[src/rtl/accel_pkg.sv]
// Shared constants for the CPU accelerator-bus adapters: accel IDs,
// keyboard event-word layout and command bits.
package accel_pkg;
    localparam int ACCEL_ID_SWAP     = 0;
    localparam int ACCEL_ID_LINE     = 1;
    localparam int ACCEL_ID_FILL     = 2;
    localparam int ACCEL_ID_KEYBOARD = 3;

    localparam int ACCEL_DATA_W = 16;
    typedef logic [ACCEL_DATA_W-1:0] accel_word_t;

    localparam int EV_LEFT  = 8;
    localparam int EV_RIGHT = 9;
    localparam int EV_BKSP  = 10;
    localparam int EV_OVF   = 15;

    localparam int CMD_FLUSH   = 0;
    localparam int CMD_CLR_OVF = 1;
endpackage

[src/rtl/keyboard_accel_adapter_if.sv]
// Accelerator-bus handshake between the CPU (master) and an accel responder (slave).
interface keyboard_accel_adapter_if;
    import accel_pkg::*;

    logic        accel_can_read;
    logic        accel_can_write;
    logic        accel_read_enable;
    accel_word_t accel_read_data;
    logic        accel_write_enable;
    accel_word_t accel_write_data;

    modport master (
        input  accel_can_read, accel_can_write, accel_read_data,
        output accel_read_enable, accel_write_enable, accel_write_data
    );

    modport slave (
        output accel_can_read, accel_can_write, accel_read_data,
        input  accel_read_enable, accel_write_enable, accel_write_data
    );
endinterface

[src/rtl/keyboard_event_fifo.sv]
// Synchronous show-ahead FIFO with push/pop/flush; head word is visible
// combinationally whenever the FIFO is non-empty.
module keyboard_event_fifo #(
    parameter int DEPTH  = 8,
    parameter int DATA_W = 16,
    localparam int AW    = $clog2(DEPTH)
) (
    input  logic              clk,
    input  logic              rst_n,
    input  logic              push_i,
    input  logic              pop_i,
    input  logic              flush_i,
    input  logic [DATA_W-1:0] wdata_i,
    output logic [DATA_W-1:0] head_o,
    output logic              full_o,
    output logic              empty_o
);
    localparam logic [AW:0] FULL_CNT = (AW+1)'(DEPTH);

    logic [DATA_W-1:0] mem_q [DEPTH];
    logic [AW-1:0]     wr_ptr_q, rd_ptr_q;
    logic [AW:0]       cnt_q, cnt_d;

    assign full_o  = (cnt_q == FULL_CNT);
    assign empty_o = (cnt_q == '0);
    assign head_o  = mem_q[rd_ptr_q];

    // Caller guarantees push only when not full (or popping) and pop only when not empty.
    always_comb begin
        cnt_d = cnt_q;
        case ({push_i, pop_i})
            2'b10:   cnt_d = cnt_q + 1'b1;
            2'b01:   cnt_d = cnt_q - 1'b1;
            default: cnt_d = cnt_q;
        endcase
    end

    always_ff @(posedge clk or negedge rst_n) begin
        if (!rst_n) begin
            wr_ptr_q <= '0;
            rd_ptr_q <= '0;
            cnt_q    <= '0;
        end else if (flush_i) begin
            wr_ptr_q <= '0;
            rd_ptr_q <= '0;
            cnt_q    <= '0;
        end else begin
            if (push_i) wr_ptr_q <= wr_ptr_q + 1'b1;
            if (pop_i)  rd_ptr_q <= rd_ptr_q + 1'b1;
            cnt_q <= cnt_d;
        end
    end

    always_ff @(posedge clk) begin
        if (push_i && !flush_i) mem_q[wr_ptr_q] <= wdata_i;
    end
endmodule

[src/rtl/keyboard_accel_adapter.sv]
// Accel-bus responder (id 3): packs keyboard strobes into event words, queues
// them, tracks overflow and decodes flush / clear-overflow commands.
module keyboard_accel_adapter
    import accel_pkg::*;
#(
    parameter int SYMBOL_WIDTH = 7,
    parameter int FIFO_DEPTH   = 8,
    localparam int FIFO_ADDR_WIDTH = $clog2(FIFO_DEPTH)
) (
    input  logic                    clk,
    input  logic                    rst_n,
    input  logic                    keyboard_left,
    input  logic                    keyboard_right,
    input  logic                    keyboard_backspace,
    input  logic [SYMBOL_WIDTH-1:0] keyboard_symbol,
    keyboard_accel_adapter_if.slave acc
);
    accel_word_t ev_word, head;
    logic        ev, flush, clr_ovf, full, empty;
    logic        push, pop, drop;
    logic        ovf_q, ovf_d;
    logic        can_write_q;

    assign ev = keyboard_left | keyboard_right | keyboard_backspace | (|keyboard_symbol);

    always_comb begin
        ev_word                     = '0;
        ev_word[SYMBOL_WIDTH-1:0]   = keyboard_symbol;
        ev_word[EV_LEFT]            = keyboard_left;
        ev_word[EV_RIGHT]           = keyboard_right;
        ev_word[EV_BKSP]            = keyboard_backspace;
    end

    assign flush   = acc.accel_write_enable & acc.accel_write_data[CMD_FLUSH];
    assign clr_ovf = acc.accel_write_enable & acc.accel_write_data[CMD_CLR_OVF];

    // Flush dominates: no pop, no push, and the event in that cycle is lost.
    assign pop  = acc.accel_read_enable & ~empty & ~flush;
    assign push = ev & (~full | pop) & ~flush;
    assign drop = ev & full & ~pop & ~flush;

    always_comb begin
        ovf_d = ovf_q;
        if (flush)                  ovf_d = 1'b0;
        else if (drop)              ovf_d = 1'b1;
        else if (pop || clr_ovf)    ovf_d = 1'b0;
    end

    always_ff @(posedge clk or negedge rst_n) begin
        if (!rst_n) begin
            ovf_q       <= 1'b0;
            can_write_q <= 1'b0;
        end else begin
            ovf_q       <= ovf_d;
            can_write_q <= 1'b1;
        end
    end

    keyboard_event_fifo #(
        .DEPTH  (FIFO_DEPTH),
        .DATA_W (ACCEL_DATA_W)
    ) u_fifo (
        .clk     (clk),
        .rst_n   (rst_n),
        .push_i  (push),
        .pop_i   (pop),
        .flush_i (flush),
        .wdata_i (ev_word),
        .head_o  (head),
        .full_o  (full),
        .empty_o (empty)
    );

    // The overflow flag only becomes visible riding on a real word.
    always_comb begin
        acc.accel_read_data = '0;
        if (!empty) begin
            acc.accel_read_data         = head;
            acc.accel_read_data[EV_OVF] = head[EV_OVF] | ovf_q;
        end
    end

    assign acc.accel_can_read  = ~empty;
    assign acc.accel_can_write = can_write_q;

    logic unused_wdata;
    assign unused_wdata = ^{acc.accel_write_data[ACCEL_DATA_W-1:2], FIFO_ADDR_WIDTH[0]};
endmodule

[src/flat_wrapper.sv]
// flat-port wrapper written by rule: the top's interface ports become plain ports
module keyboard_accel_adapter_flat import accel_pkg::*;
#(
    parameter int SYMBOL_WIDTH = 7,
    parameter int FIFO_DEPTH   = 8,
    localparam int FIFO_ADDR_WIDTH = $clog2(FIFO_DEPTH)
)
  (clk, rst_n, keyboard_left, keyboard_right, keyboard_backspace, keyboard_symbol, acc_accel_can_read, acc_accel_can_write, acc_accel_read_data, acc_accel_read_enable, acc_accel_write_enable, acc_accel_write_data);
  keyboard_accel_adapter_if acc_i ();
  input  logic clk;
  input  logic rst_n;
  input  logic keyboard_left;
  input  logic keyboard_right;
  input  logic keyboard_backspace;
  input  logic [SYMBOL_WIDTH-1:0] keyboard_symbol;
  output wire logic [$bits(acc_i.accel_can_read)-1:0] acc_accel_can_read;
  output wire logic [$bits(acc_i.accel_can_write)-1:0] acc_accel_can_write;
  output wire logic [$bits(acc_i.accel_read_data)-1:0] acc_accel_read_data;
  input wire logic [$bits(acc_i.accel_read_enable)-1:0] acc_accel_read_enable;
  input wire logic [$bits(acc_i.accel_write_enable)-1:0] acc_accel_write_enable;
  input wire logic [$bits(acc_i.accel_write_data)-1:0] acc_accel_write_data;
  assign acc_accel_can_read = acc_i.accel_can_read;
  assign acc_accel_can_write = acc_i.accel_can_write;
  assign acc_accel_read_data = acc_i.accel_read_data;
  assign acc_i.accel_read_enable = acc_accel_read_enable;
  assign acc_i.accel_write_enable = acc_accel_write_enable;
  assign acc_i.accel_write_data = acc_accel_write_data;
  keyboard_accel_adapter #(.SYMBOL_WIDTH(SYMBOL_WIDTH), .FIFO_DEPTH(FIFO_DEPTH)) u_core (.clk(clk), .rst_n(rst_n), .keyboard_left(keyboard_left), .keyboard_right(keyboard_right), .keyboard_backspace(keyboard_backspace), .keyboard_symbol(keyboard_symbol), .acc(acc_i));
endmodule
[config.mk]
export PLATFORM = sky130hd
export DESIGN_NAME = keyboard_accel_adapter_flat
export DESIGN_NICKNAME = d
export VERILOG_FILES = /design/src/rtl/accel_pkg.sv /design/src/rtl/keyboard_accel_adapter_if.sv /design/src/rtl/keyboard_event_fifo.sv /design/src/rtl/keyboard_accel_adapter.sv /design/src/flat_wrapper.sv
export SDC_FILE = /design/constraint.sdc
export NUM_CORES = 1
export LEC_CHECK = 0
export ABC_AREA = 0
export CAP_MARGIN = 0
export CELL_PAD_IN_SITES_DETAIL_PLACEMENT = 1
export CELL_PAD_IN_SITES_GLOBAL_PLACEMENT = 1
export CORE_MARGIN = 2
export CORE_UTILIZATION = 50
export CTS_CLUSTER_SIZE = 20
export DETAILED_ROUTE_END_ITERATION = 8
export PLACE_DENSITY_LB_ADDON = 0.15
export SLEW_MARGIN = 20
export SYNTH_ARGS = -nofsm -noshare
export SYNTH_HDL_FRONTEND = slang
export SYNTH_SLANG_ARGS = --single-unit
[constraint.sdc]
create_clock -name clk -period 5.3 [get_ports clk]
set_input_delay 1.325 -clock clk [delete_from_list [all_inputs] [get_ports clk]]
set_output_delay 1.325 -clock clk [all_outputs]
set_load 0.02 [all_outputs]
* Yosys cells after proc, flatten, opt, wreduce, memory -nomap -nowiden *
Memory sizes are Yosys's and may differ from the RTL's.
Index checks and enable logic that the tools add are counted.
Widths: inputs -> output; s select.

word-level totals
  flip-flop bits (word level) = 12
  memory bits (writable) = 80
  input port bits = 30
  output and inout bits = 18
  word-level logic and storage cells = 52
  memories = 1

memory list
  name                 words  width  rd ports  clocked after Yosys merged registers in  wr ports  line                       RTL
  u_core.u_fifo.mem_q  8      10     1         0                                        1         keyboard_event_fifo.sv:20  logic [DATA_W-1:0] mem_q [DEPTH];

operators by class
  add/sub/neg operators = 4
  eq/ne operators = 3
  mux-type cells = 12
  bitwise gates (word level) = 18
  reductions and logical operators = 9

operator list
  operator             count
  $mux 16              1
  $mux 3               4
  $and 1x1->1          9
  $pmux 4 s2           1
  $reduce_or 7->1      1
  $add 3x1->3 const B  2
  $reduce_bool 3->1    2
  $mux 1               5
  $add 4x1->4 const B  1
  $eq 4x4->1 const B   1
  $logic_not 4->1      1
  $mux 4               1
  $not 1->1            4
  $or 1x1->1           4
  $reduce_bool 2->1    2
  $sub 4x1->4 const B  1
  $eq 2x1->1 const B   1
  $eq 2x2->1 const B   1
  $logic_and 1x1->1    1
  $logic_not 1->1      1
  $logic_or 1x1->1     1
  $or 1x1->1 const A   1

* Longest topological paths before layout *
Gate-level depths: netlist of run 1.

  depth in word-level cells = 10
  mapped depth = 10
  gate-level depth less buffers = 10

* Hierarchy *
A second synthesis of run 1 with hierarchy kept.

second synthesis, totals
  cell total of the unflattened synthesis = 299
  area total of the unflattened synthesis = 5838.1 sq um

modules (own cells, without submodules)
  module                  instances  cells an instance  area each (sq um)  seq. area each (sq um)
  keyboard_event_fifo     1          263                5577.8             4093.9
  keyboard_accel_adapter  1          36                 260.2              50.0

* Least setup slack after synthesis of run 1 *
No wires, ideal clock.

  path kind = input -> register
  from = input keyboard_left
  to = memory u_core.u_fifo.mem_q[0][0] in the netlist's numbering, enable pin
  setup time = 0.390 ns
  arrival = 2.736 ns
  required time = 4.910 ns
  slack = 2.174 ns
  stages = 4
  buffers on the path = 0
  cells stage by stage = nor4_1 > and4_1 > or3_1 > nor3_1

on the way
  word-level cells in the longest chain between the ends = 8

ends and longest elaborated chain
  element                       line                          RTL
  start, declared               flat_wrapper.sv:12            input logic keyboard_left;
  $or 1x1->1 (3 in a row)       keyboard_accel_adapter.sv:24  assign ev = keyboard_left | keyboard_right | keyboard_backspace | (|keyboard_symbol);
  $and 1x1->1 (2 in a row)      keyboard_accel_adapter.sv:39  assign push = ev & (~full | pop) & ~flush;
  $logic_and 1x1->1             keyboard_event_fifo.sv:55     if (push_i && !flush_i) mem_q[wr_ptr_q] <= wdata_i;
  $mux 1                        keyboard_event_fifo.sv:55
  $mux 1 (implied by the code)  keyboard_event_fifo.sv:55
  end, declared                 keyboard_event_fifo.sv:20

No other way between the ends.

* Worst setup path after layout of run 1 *
  from = register u_core.u_fifo.rd_ptr_q[0]
  to = output acc_accel_read_data[1]

on the way
  word-level cells in the longest chain between the ends = 2

ends and longest elaborated chain
  element                 line                          RTL
  start, declared         keyboard_event_fifo.sv:21     logic [AW-1:0] wr_ptr_q, rd_ptr_q;
  start signal, assigned  keyboard_event_fifo.sv:49     if (pop_i) rd_ptr_q <= rd_ptr_q + 1'b1;
  $mem_v2 8x10            n/a
  $mux 16                 keyboard_accel_adapter.sv:77  if (!empty) begin
  end, declared           flat_wrapper.sv:18            output wire logic [$bits(acc_i.accel_read_data)-1:0] acc_accel_read_data;

No other way between the ends.

==> results of run 1 <==
## Yosys cell counts (all sizes together)
master and count:
nor2 28, xor2 3, a21oi 5, dfrtp 12, or2 1, and4b 1, buf 7, nand3 8
or4b 1, nor3 4, nor4 2, and4 1, o31ai 1, a2bb2oi 1, ha 5, xnor2 1
o21ai 3, or2b 1, nand2 8, mux2i 12, fa 1, a211oi 1, and2 2, inv 1
clkbuf 5, or3 1, nand4 1, conb 2, edfxtp 80, mux4 20
## final cells by class
class | count | area, µm² | share of cell area (%)
clock buffer | 9 | 123.9 | 2.764
clock inverter | 7 | 97.59 | 2.178
inverter | 1 | 3.754 | 0.08375
sequential | 92 | 2703 | 60.30
multi-input combinational | 118 | 1067 | 23.81
tap | 99 | 123.9 | 2.764
timing repair buffer | 39 | 362.8 | 8.096
## power by group
group          switching [W]  internal [W]  leakage [nW]
clock network       0.000254      0.000268         0.108
registers           0.000114      0.000935         0.884
logic               0.000399      0.000395         0.554
## critical path, cell delays in order (launching register included)
cell and delay (ns):
dfrtp_1 0.75, buf_4 0.33, mux4_2 0.51, mux2i_1 0.18, nor2_1 0.07, clkdlybuf4s50_1 0.54
## logic make-up (layout without fill, tap and decap cells)
logic type | count (synthesis) | in the layout | synth area share (%)
AND/OR/NAND/NOR | 59 | 59 | 7.503
multiplexers | 32 | 32 | 14.94
buffers and inverters | 13 | 56 | 1.835
XOR/XNOR | 4 | 4 | 0.9176
AO/OA/AOI/OAI | 11 | 11 | 1.671
flip-flops | 92 | 92 | 70.77
adder cells (fa/ha/maj) | 6 | 6 | 2.163
other | 2 | 6 | 0.1967
## through the flow
step / utilization [%] / hold slack (ns) / cells
final: 61.14 / 0.5429 / 365
after global routing: 61.14 / 0.5754 / 365
after CTS: 61.14 / 0.5523 / 365
after detailed placement: 58.12 / 0.5367 / 349
after global placement: 58.12 / 0.5239 / 349
after floorplan: - / 0.4881 / 223
## registers in the layout, summed over array words and instances (netlist names)
signal	flops
u_core.acc.accel_can_write	1
u_core.ovf_q	1
u_core.u_fifo.wr_ptr_q	3
u_core.u_fifo.mem_q	80
u_core.u_fifo.rd_ptr_q	3
u_core.u_fifo.cnt_q	4
## worst min path at each step
stage	slack, ns	depth (start not counted)	end	start
2_1_floorplan	0.49	2	u_core.ovf_q	u_core.ovf_q
3_3_place_gp	0.52	2	u_core.ovf_q	u_core.ovf_q
3_5_place_dp	0.54	2	u_core.ovf_q	u_core.ovf_q
4_1_cts	0.55	2	u_core.ovf_q	u_core.ovf_q
5_1_grt	0.58	2	u_core.ovf_q	u_core.ovf_q
6_report	0.54	2	u_core.ovf_q	u_core.ovf_q
## placed cells by master, fill, tap and decap left out, types with 2 or more instances in the layout
cell,synthesis,layout
edfxtp_1,80,80
clkdlybuf4s50_1,0,28
conb_1,2,6
nand3_1,7,7
mux2i_1,12,12
nor3_1,4,4
dfrtp_1,12,12
xor2_1,3,3
and2_1,2,2
bufinv_16,0,2
mux4_2,20,20
a21oi_1,5,5
nand2_1,8,8
inv_6,0,2
ha_1,5,5
nor2_1,28,28
o21ai_0,3,3
buf_4,5,11
clkbuf_8,0,9
## routing by layer
layer	share of wire, %	track usage (%)
met1	44	28.85
met2	50	31.92
met3	3.1	3.402
met4	2.6	9.470
met5	0	0
==> run_results.csv, run 1 <==
group,metric,value,unit
clocking,cts.hold.buffers_added,0,
global_route,grt_use_total,20.61,%
timing,finalSetupViolCount,0,
power_and_ir_drop,power.leakage,1.547,nW
timing,fmax,246.8,MHz
clocking,numCtsBuffers,9,
synthesis,yosysUniqueCellTypes,32,
detailed_routing,firstDrtPassIters,4,
clocking,cts_root_buffer,"clkbuf_8",
die,die_y,91.39,µm
clocking,postCtsSetupBuffers,0,
timing,fin_skew,0.01128,ns
synthesis,syn-cell-area,3819,µm²
layout,num_antenna_cells,0,
worst_setup_path,startpoint_type,"flip-flop",
timing,fin_crit,4.052,ns
placement,post-place-ws,1.123,ns
synthesis,yosys_warnings,0,
layout,drive_gt1_share,18.80,%
worst_setup_path,cp.required,3.97,ns
placement,gp_congestion,0.7814,
clocking,cts_tree,"built",
synthesis,syn_inst,219,
layout,area_growth_syn_to_layout,17.37,%
power_and_ir_drop,p_total,0.002364,W
detailed_routing,wl_per_cell,21.21,µm
timing,fin_ws,1.248,ns
power_and_ir_drop,ir_drop,0.0002436,V
timing,slew_headroom,31.21,%
worst_setup_path,crit_type,"flip-flop to output port",
timing,fin_setup_tns,0,ns
die,start_util,52.09,%
placement,place_area,4260,µm²
clocking,post_cts_resized,0,
global_route,grt_max_degree,23,
power_and_ir_drop,p_per_area,527.4,nW/µm²
timing,rsz0062_at_grt,"false",
clocking,htreeDepth,3,
clocking,clk_path_buf_depth,2,
run_status,status,"finished, final reports clean",
worst_setup_path,cp-end-kind,"output port",
detailed_routing,vias,2026,
placement,port_buffers,28,
hold_path,hold_path_class,"flip-flop to flip-flop",
timing,final_max_slew_viol_count,0,
timing,hold_viol,0,
global_route,gr-total-overflow,0,
worst_setup_path,rr_startpoint,"u_core.u_fifo.cnt_q[2]",
layout,fillCellCount,651,
detailed_routing,via_per_inst,5.551,
layout,final_area,4482,µm²
synthesis,synth.area.top_cells,"edfxtp_1 (63%), mux4_2 (12%), dfrtp_1 (7.9%)",
timing,fin_crit_sh,76.46,%
detailed_routing,dr.first_iter.drc_count,188,
die,dieArea,8352,µm²
clocking,cts_sinks,92,
detailed_routing,routed_wl,7742,µm
synthesis,synth-seq-cells,92,
global_route,grt_pass1_wl,12540,µm
detailed_routing,drc,0,
detailed_routing,postRouteAntennaNets,0,
worst_setup_path,path_max_fanout,10,
die,coreArea,7331,µm²
run,cap_violations,0,
clocking,clkLatencyLatePin,0.36,ns
worst_setup_path,crit_path_end,"acc_accel_read_data[1]",
timing,tightest_slew,1.032,ns
global_route,grt_pass1_vias,2190,
die,die_w,91.39,µm
synthesis,yosys.area.top_type_share,62.91,%
synthesis,syn_avg_cell_area,17.44,µm²
global_route,antenna_found_initial,0,
worst_setup_path,worstReg2RegEnd,"u_core.u_fifo.cnt_q[3]",
worst_setup_path,ff2ff_path_depth,11,
worst_setup_path,arrival,2.73,ns
placement,post-dp-hpwl,4882,µm
layout,nets,297,
die,row_count,31,
worst_setup_path,reg2reg_setup_slack,2.57,ns
synthesis,seq_area_frac_synth,70.77,%
clocking,clkSlewWorstSetupHoldPaths,0.08,ns
worst_setup_path,startpoint,"u_core.u_fifo.rd_ptr_q[0]",
synthesis,synth_top_cell_by_area,"edfxtp_1",
die,pin_count,48,
Note: power is estimated with default switching activity, not from simulation.
==> inputs of run 2 (changes only) <==
--- a/config.mk
+++ b/config.mk
@@ -10,7 +10,7 @@
 export CELL_PAD_IN_SITES_DETAIL_PLACEMENT = 1
 export CELL_PAD_IN_SITES_GLOBAL_PLACEMENT = 1
 export CORE_MARGIN = 2
-export CORE_UTILIZATION = 50
+export CORE_UTILIZATION = 47
 export CTS_CLUSTER_SIZE = 20
 export DETAILED_ROUTE_END_ITERATION = 8
 export PLACE_DENSITY_LB_ADDON = 0.15
==> constraint.sdc (replaced) <==
create_clock -name clk -period 3.8 [get_ports clk]
set_input_delay 0.95 -clock clk [delete_from_list [all_inputs] [get_ports clk]]
set_output_delay 0.95 -clock clk [all_outputs]
set_load 0.02 [all_outputs]
==> run 2 against run 1 <==
Final cell count is 4.7% higher. Largest cell class unchanged. Register-to-register slack worse by 1.4 ns. Cell area is 1.9% higher. Global-route usage fell by 0.59 points. Sequential cell count unchanged. Critical endpoint unchanged. Clock power up 26%.
==> run_results.csv, run 2 (synthesis gave the netlist of run 1 again) <==
group,metric,value,unit
clocking,cts_tree,"built",
worst_setup_path,cp-end-kind,"output port",
timing,fmax,298.8,MHz
placement,post-dp-hpwl,5614,µm
clocking,htreeDepth,3,
detailed_routing,via_per_inst,5.490,
hold_path,hold_path_class,"flip-flop to flip-flop",
detailed_routing,vias,2097,
layout,drive_gt1_share,22.86,%
detailed_routing,routed_wl,8057,µm
timing,fin_crit_sh,88.08,%
layout,nets,311,
layout,reg.largest.list,"u_core.u_fifo.mem_q (80), u_core.u_fifo.cnt_q (4)",
clocking,cts_root_buffer,"clkbuf_8",
placement,gp_congestion,0.7583,
timing,fin_crit,3.347,ns
worst_setup_path,startpoint_type,"flip-flop",
global_route,grt_pass1_wl,12640,µm
worst_setup_path,startpoint,"u_core.u_fifo.rd_ptr_q[0]",
global_route,antenna_found_initial,0,
clocking,postCtsSetupBuffers,0,
hold_path,min-delay-start,"u_core.ovf_q",
layout,final_cell_mix,"edfxtp_1 (80), nor2_1 (28), clkdlybuf4s50_1 (28)",
timing,slew_headroom,43.95,%
timing,finalSetupViolCount,0,
timing,hold_viol,0,
worst_setup_path,crit_type,"flip-flop to output port",
clocking,numCtsBuffers,9,
clocking,clkSlewWorstSetupHoldPaths,0.09,ns
power_and_ir_drop,p_per_area,708.2,nW/µm²
layout,num_antenna_cells,0,
worst_setup_path,arrival,2.40,ns
detailed_routing,drc,0,
die,die_y,94.14,µm
run,cap_violations,0,
run_status,status,"finished, final reports clean",
layout,layout_commonest_cell,"edfxtp_1",
clocking,cts.hold.buffers_added,0,
global_route,grt_pass1_vias,2240,
placement,port_buffers,28,
timing,rsz0062_at_grt,"false",
timing,fin_setup_tns,0,ns
clocking,clk_path_buf_depth,2,
clocking,clkLatencyLatePin,0.35,ns
clocking,post_cts_resized,0,
power_and_ir_drop,power.leakage,1.602,nW
layout,largest_reg_flops,80,
worst_setup_path,path_max_fanout,22,
detailed_routing,firstDrtPassIters,4,
power_and_ir_drop,ir_drop,0.0003352,V
die,start_util,48.91,%
global_route,grt_use_total,20.02,%
die,pin_count,48,
die,coreArea,7807,µm²
die,die_w,94.14,µm
global_route,gr-total-overflow,0,
detailed_routing,dr.first_iter.drc_count,104,
clocking,cts_sinks,92,
detailed_routing,postRouteAntennaNets,0,
die,row_count,32,
timing,final_max_slew_viol_count,0,
placement,place_area,4369,µm²
worst_setup_path,cp.required,2.85,ns
timing,fin_skew,0.009255,ns
timing,tightest_slew,0.8343,ns
die,dieArea,8861,µm²
layout,regMostFlops,"u_core.u_fifo.mem_q",
global_route,grt_max_degree,23,
detailed_routing,wl_per_cell,21.09,µm
layout,area_growth_syn_to_layout,19.63,%
worst_setup_path,rr_startpoint,"u_core.u_fifo.cnt_q[2]",
layout,final_area,4568,µm²
-- run 2: changes by cell type in the layout (fill, tap and decap cells not counted), sizes merged --
| cell | previous run | this run |
|---|---|---|
| bufinv | 2 | 1 |
| buf | 11 | 25 |
| clkinvlp | 1 | 2 |
-- run 2: final timing paths --
check / slack (ns) / end / cells past startpoint
max: 0.45 / acc_accel_read_data[1] / 5
min: 0.57 / u_core.ovf_q / 2
max reg2reg: 1.12 / u_core.u_fifo.cnt_q[3] / 12
min reg2reg: 0.57 / u_core.ovf_q / 2
max in group asynchronous: 2.47 / u_core.u_fifo.wr_ptr_q[2] / 1
min in group asynchronous: 0.96 / u_core.u_fifo.wr_ptr_q[0] / 1
-- run 2: where the power goes --
group | switching [W] | total (W) | internal (W) | leakage, nW
registers | 0.000102 | 0.00141 | 0.00130 | 0.884
logic | 0.000610 | 0.00117 | 0.000561 | 0.624
clock network | 0.000350 | 0.000658 | 0.000308 | 0.0939
total | 0.00106 | 0.00324 | 0.00217 | 1.60
-- run 2: area by class of cell --
cell class	instances	area, µm²
Clock buffer	9	123.9
Clock inverter	7	75.07
Fill cell	731	3239
Inverter	1	3.754
Multi-Input combinational cell	118	1067
Sequential cell	92	2703
Tap cell	102	127.6
Timing Repair Buffer	53	467.9
-- run 2: worst max-delay path, stage by stage (launching register included) --
cell	delay, ns
dfrtp_1	0.33
buf_4	0.39
mux4_2	0.57
mux2i_1	0.15
nor2_1	0.07
clkdlybuf4s50_1	0.54
-- run 2: per-layer routing --
metal,up-vias,share of wire (%),global-route usage (%)
met1,1091,45,28.26
li1,954,-,-
met5,-,0,0
met4,0,0.61,6.763
met2,46,51,32.08
met3,6,3.2,3.050
-- run 2: through the flow --
stage	setup WS [ns]	util, %	cells	total power (W)	hold WS [ns]
floorplan	1.049	-	223	0.002135	0.4881
global placement	0.3635	55.96	366	0.002588	0.5297
detailed placement	0.3107	55.96	366	0.002621	0.5510
CTS	0.3871	58.51	382	0.003277	0.5717
global route	0.3101	58.51	382	0.003410	0.6056
finish	0.4531	58.51	382	0.003235	0.5693
==> inputs of run 3 (changes only) <==
--- a/config.mk
+++ b/config.mk
@@ -9,10 +9,12 @@
 export CAP_MARGIN = 0
 export CELL_PAD_IN_SITES_DETAIL_PLACEMENT = 1
 export CELL_PAD_IN_SITES_GLOBAL_PLACEMENT = 1
+export CORE_ASPECT_RATIO = 1.5
 export CORE_MARGIN = 2
-export CORE_UTILIZATION = 47
+export CORE_UTILIZATION = 57
 export CTS_CLUSTER_SIZE = 20
 export DETAILED_ROUTE_END_ITERATION = 8
+export DONT_BUFFER_PORTS = 1
 export PLACE_DENSITY_LB_ADDON = 0.15
 export SLEW_MARGIN = 20
 export SYNTH_ARGS = -nofsm -noshare
==> constraint.sdc (replaced) <==
create_clock -name clk -period 4.14 [get_ports clk]
set_input_delay 1.035 -clock clk [delete_from_list [all_inputs] [get_ports clk]]
set_output_delay 1.035 -clock clk [all_outputs]
set_load 0.02 [all_outputs]
==> run 3 against run 2 <==
Die area is 17% lower. Largest power group unchanged. Count of clock-buffer cells in the layout up 4. Global-route usage grew 2.7 points. Sequential power decreased by 6%. Critical path depth is 2 lower. Final cell count down 18%. Cell area is 10% lower. First-iteration DRC count rose by 29%. Register-to-register slack improved by 0.16 ns.
==> run_results.csv, run 3 (synthesis gave the netlist of run 1 again) <==
group,metric,value,unit
detailed_routing,wl_per_cell,24.42,µm
layout,regMostFlops,"u_core.u_fifo.mem_q",
clocking,clkLatencyLatePin,0.35,ns
layout,layout_commonest_cell,"edfxtp_1",
layout,area_growth_syn_to_layout,7.110,%
timing,finalSetupViolCount,0,
layout,final_util,63.06,%
power_and_ir_drop,p_total,0.002658,W
power_and_ir_drop,power.leakage,1.402,nW
timing,fin_crit,3.238,ns
power_and_ir_drop,internal_power,0.001757,W
power_and_ir_drop,pwr-share-comb,31.4,%
run,cap_violations,0,
die,row_count,36,
timing,fin_skew,0.007500,ns
clocking,cts_root_buffer,"clkbuf_8",
die,pin_count,48,
clocking,cts_sinks,92,
timing,final_max_slew_viol_count,0,
clocking,cts.hold.buffers_added,0,
worst_setup_path,startpoint_type,"flip-flop",
timing,fin_crit_sh,78.22,%
worst_setup_path,cpMaxStageDelayCell,"dfrtp_1",
placement,post-dp-hpwl,5230,µm
hold_path,hold_path_class,"input pin to asynchronous set/reset pin",
worst_setup_path,cp-end-kind,"output port",
power_and_ir_drop,p_per_area,649.8,nW/µm²
detailed_routing,drc,0,
worst_setup_path,startpoint,"u_core.u_fifo.rd_ptr_q[1]",
die,dieArea,7384,µm²
detailed_routing,firstDrtPassIters,4,
timing,tightest_slew,1.050,ns
clocking,clk_path_buf_depth,2,
global_route,gr-total-overflow,0,
timing,hold_viol,0,
layout,nets,267,
clocking,htreeDepth,3,
detailed_routing,via_per_inst,6.288,
worst_setup_path,ff2ff_path_depth,11,
detailed_routing,routed_wl,7619,µm
die,start_util,58.87,%
placement,post-place-ws,0.8949,ns
clocking,post_cts_resized,0,
timing,slew_headroom,29.72,%
detailed_routing,vias,1962,
global_route,grt_max_degree,23,
layout,num_antenna_cells,0,
run_status,status,"finished, final reports clean",
global_route,grt_use_total,22.76,%
worst_setup_path,worstReg2RegEnd,"u_core.u_fifo.cnt_q[3]",
clocking,cts_tree,"built",
global_route,antenna_found_initial,0,
layout,largest_reg_flops,80,
power_and_ir_drop,swShare,33.89,%
worst_setup_path,cp.required,3.11,ns
clocking,clkSlewWorstSetupHoldPaths,0.08,ns
placement,port_buffers,0,
global_route,grt_pass1_vias,2238,
power_and_ir_drop,power_frac_seq,49.8,%
layout,drive_gt1_share,19.07,%
power_and_ir_drop,ir_drop,0.0003816,V
detailed_routing,dr.first_iter.drc_count,134,
worst_setup_path,crit_type,"flip-flop to output port",
worst_setup_path,rr_startpoint,"u_core.u_fifo.cnt_q[2]",
timing,rsz0062_at_grt,"false",
worst_setup_path,crit_path_max_incr_delay,1.01,ns
clocking,numCtsBuffers,9,
timing,fin_setup_tns,0,ns
worst_setup_path,path_max_fanout,22,
layout,reg.largest.list,"u_core.u_fifo.mem_q (80), u_core.u_fifo.cnt_q (4)",
power_and_ir_drop,power.share.clock,18.7,%
placement,gp_congestion,0.7211,
layout,final_cell_mix,"edfxtp_1 (80), nor2_1 (28), mux4_2 (20)",
global_route,grt_pass1_wl,12190,µm
power_and_ir_drop,p_sw,0.0009008,W
worst_setup_path,crit_chain,"mux4_2 -> mux2i_1 -> nor2_1",
die,coreArea,6486,µm²
die,die_y,104.2,µm
worst_setup_path,reg2reg_setup_slack,1.28,ns
timing,fin_ws,0.9016,ns
die,die_w,70.83,µm
clocking,postCtsSetupBuffers,0,
worst_setup_path,arrival,2.20,ns
timing,fmax,308.8,MHz
timing,whs,0.3756,ns
detailed_routing,postRouteAntennaNets,0,
## run 3: cell count changes in the layout (fill, tap and decap cells not counted), sizes merged
cell,before,now
buf,25,9
bufinv,1,0
clkbuf,9,13
clkdlybuf4s50,28,0
clkinv,2,3
clkinvlp,2,0
inv,3,1
## run 3: layer usage
layer  vias to the layer above  GRT usage [%]  wire (µm)
met3                        19          5.426        351
met2                        60          39.25       4162
met4                         0          11.86        238
li1                        865              -          -
met5                         -              0          0
met1                      1018          25.80       2867
## run 3: final cells by class
| type | instances | area (µm²) |
|---|---|---|
| timing repair buffer | 9 | 67.56 |
| multi-input combinational | 118 | 1067 |
| fill | 586 | 2396 |
| inverter | 1 | 3.754 |
| clock buffer | 13 | 138.9 |
| clock inverter | 3 | 15.01 |
| tap | 76 | 95.09 |
| sequential | 92 | 2703 |
## run 3: how the worst max path moves through the flow
stage	to	slack [ns]	cells past startpoint
3_5_place_dp	u_core.u_fifo.cnt_q[3]	0.89	9
6_report	acc_accel_read_data[6]	0.90	3
2_1_floorplan	u_core.u_fifo.mem_q[0][0]	1.30	4
3_3_place_gp	u_core.u_fifo.cnt_q[3]	1.05	9
4_1_cts	acc_accel_read_data[6]	0.85	3
5_1_grt	acc_accel_read_data[6]	0.79	3
## run 3: per-stage QoR
stage | instance area (µm²) | cells
global route | 4090 | 312
detailed placement | 3936 | 296
floorplan | 3834 | 223
CTS | 4090 | 312
global placement | 3936 | 296
finish | 4090 | 312
## run 3: power groups by stage
stage | clock [W] | combinational (W) | sequential (W)
2_1_floorplan | 0 | 0.000685 | 0.00127
3_3_place_gp | 0 | 0.000804 | 0.00132
3_5_place_dp | 0 | 0.000849 | 0.00135
4_1_cts | 0.000508 | 0.000851 | 0.00133
5_1_grt | 0.000547 | 0.000909 | 0.00134
6_report | 0.000498 | 0.000836 | 0.00132
## run 3: worst max-delay path: cells and delay by family (launching register included)
kind / cells / cell delay [ns]
flip-flops: 1 / 1.01
AND/OR/NAND/NOR: 1 / 0.35
multiplexers: 2 / 0.48
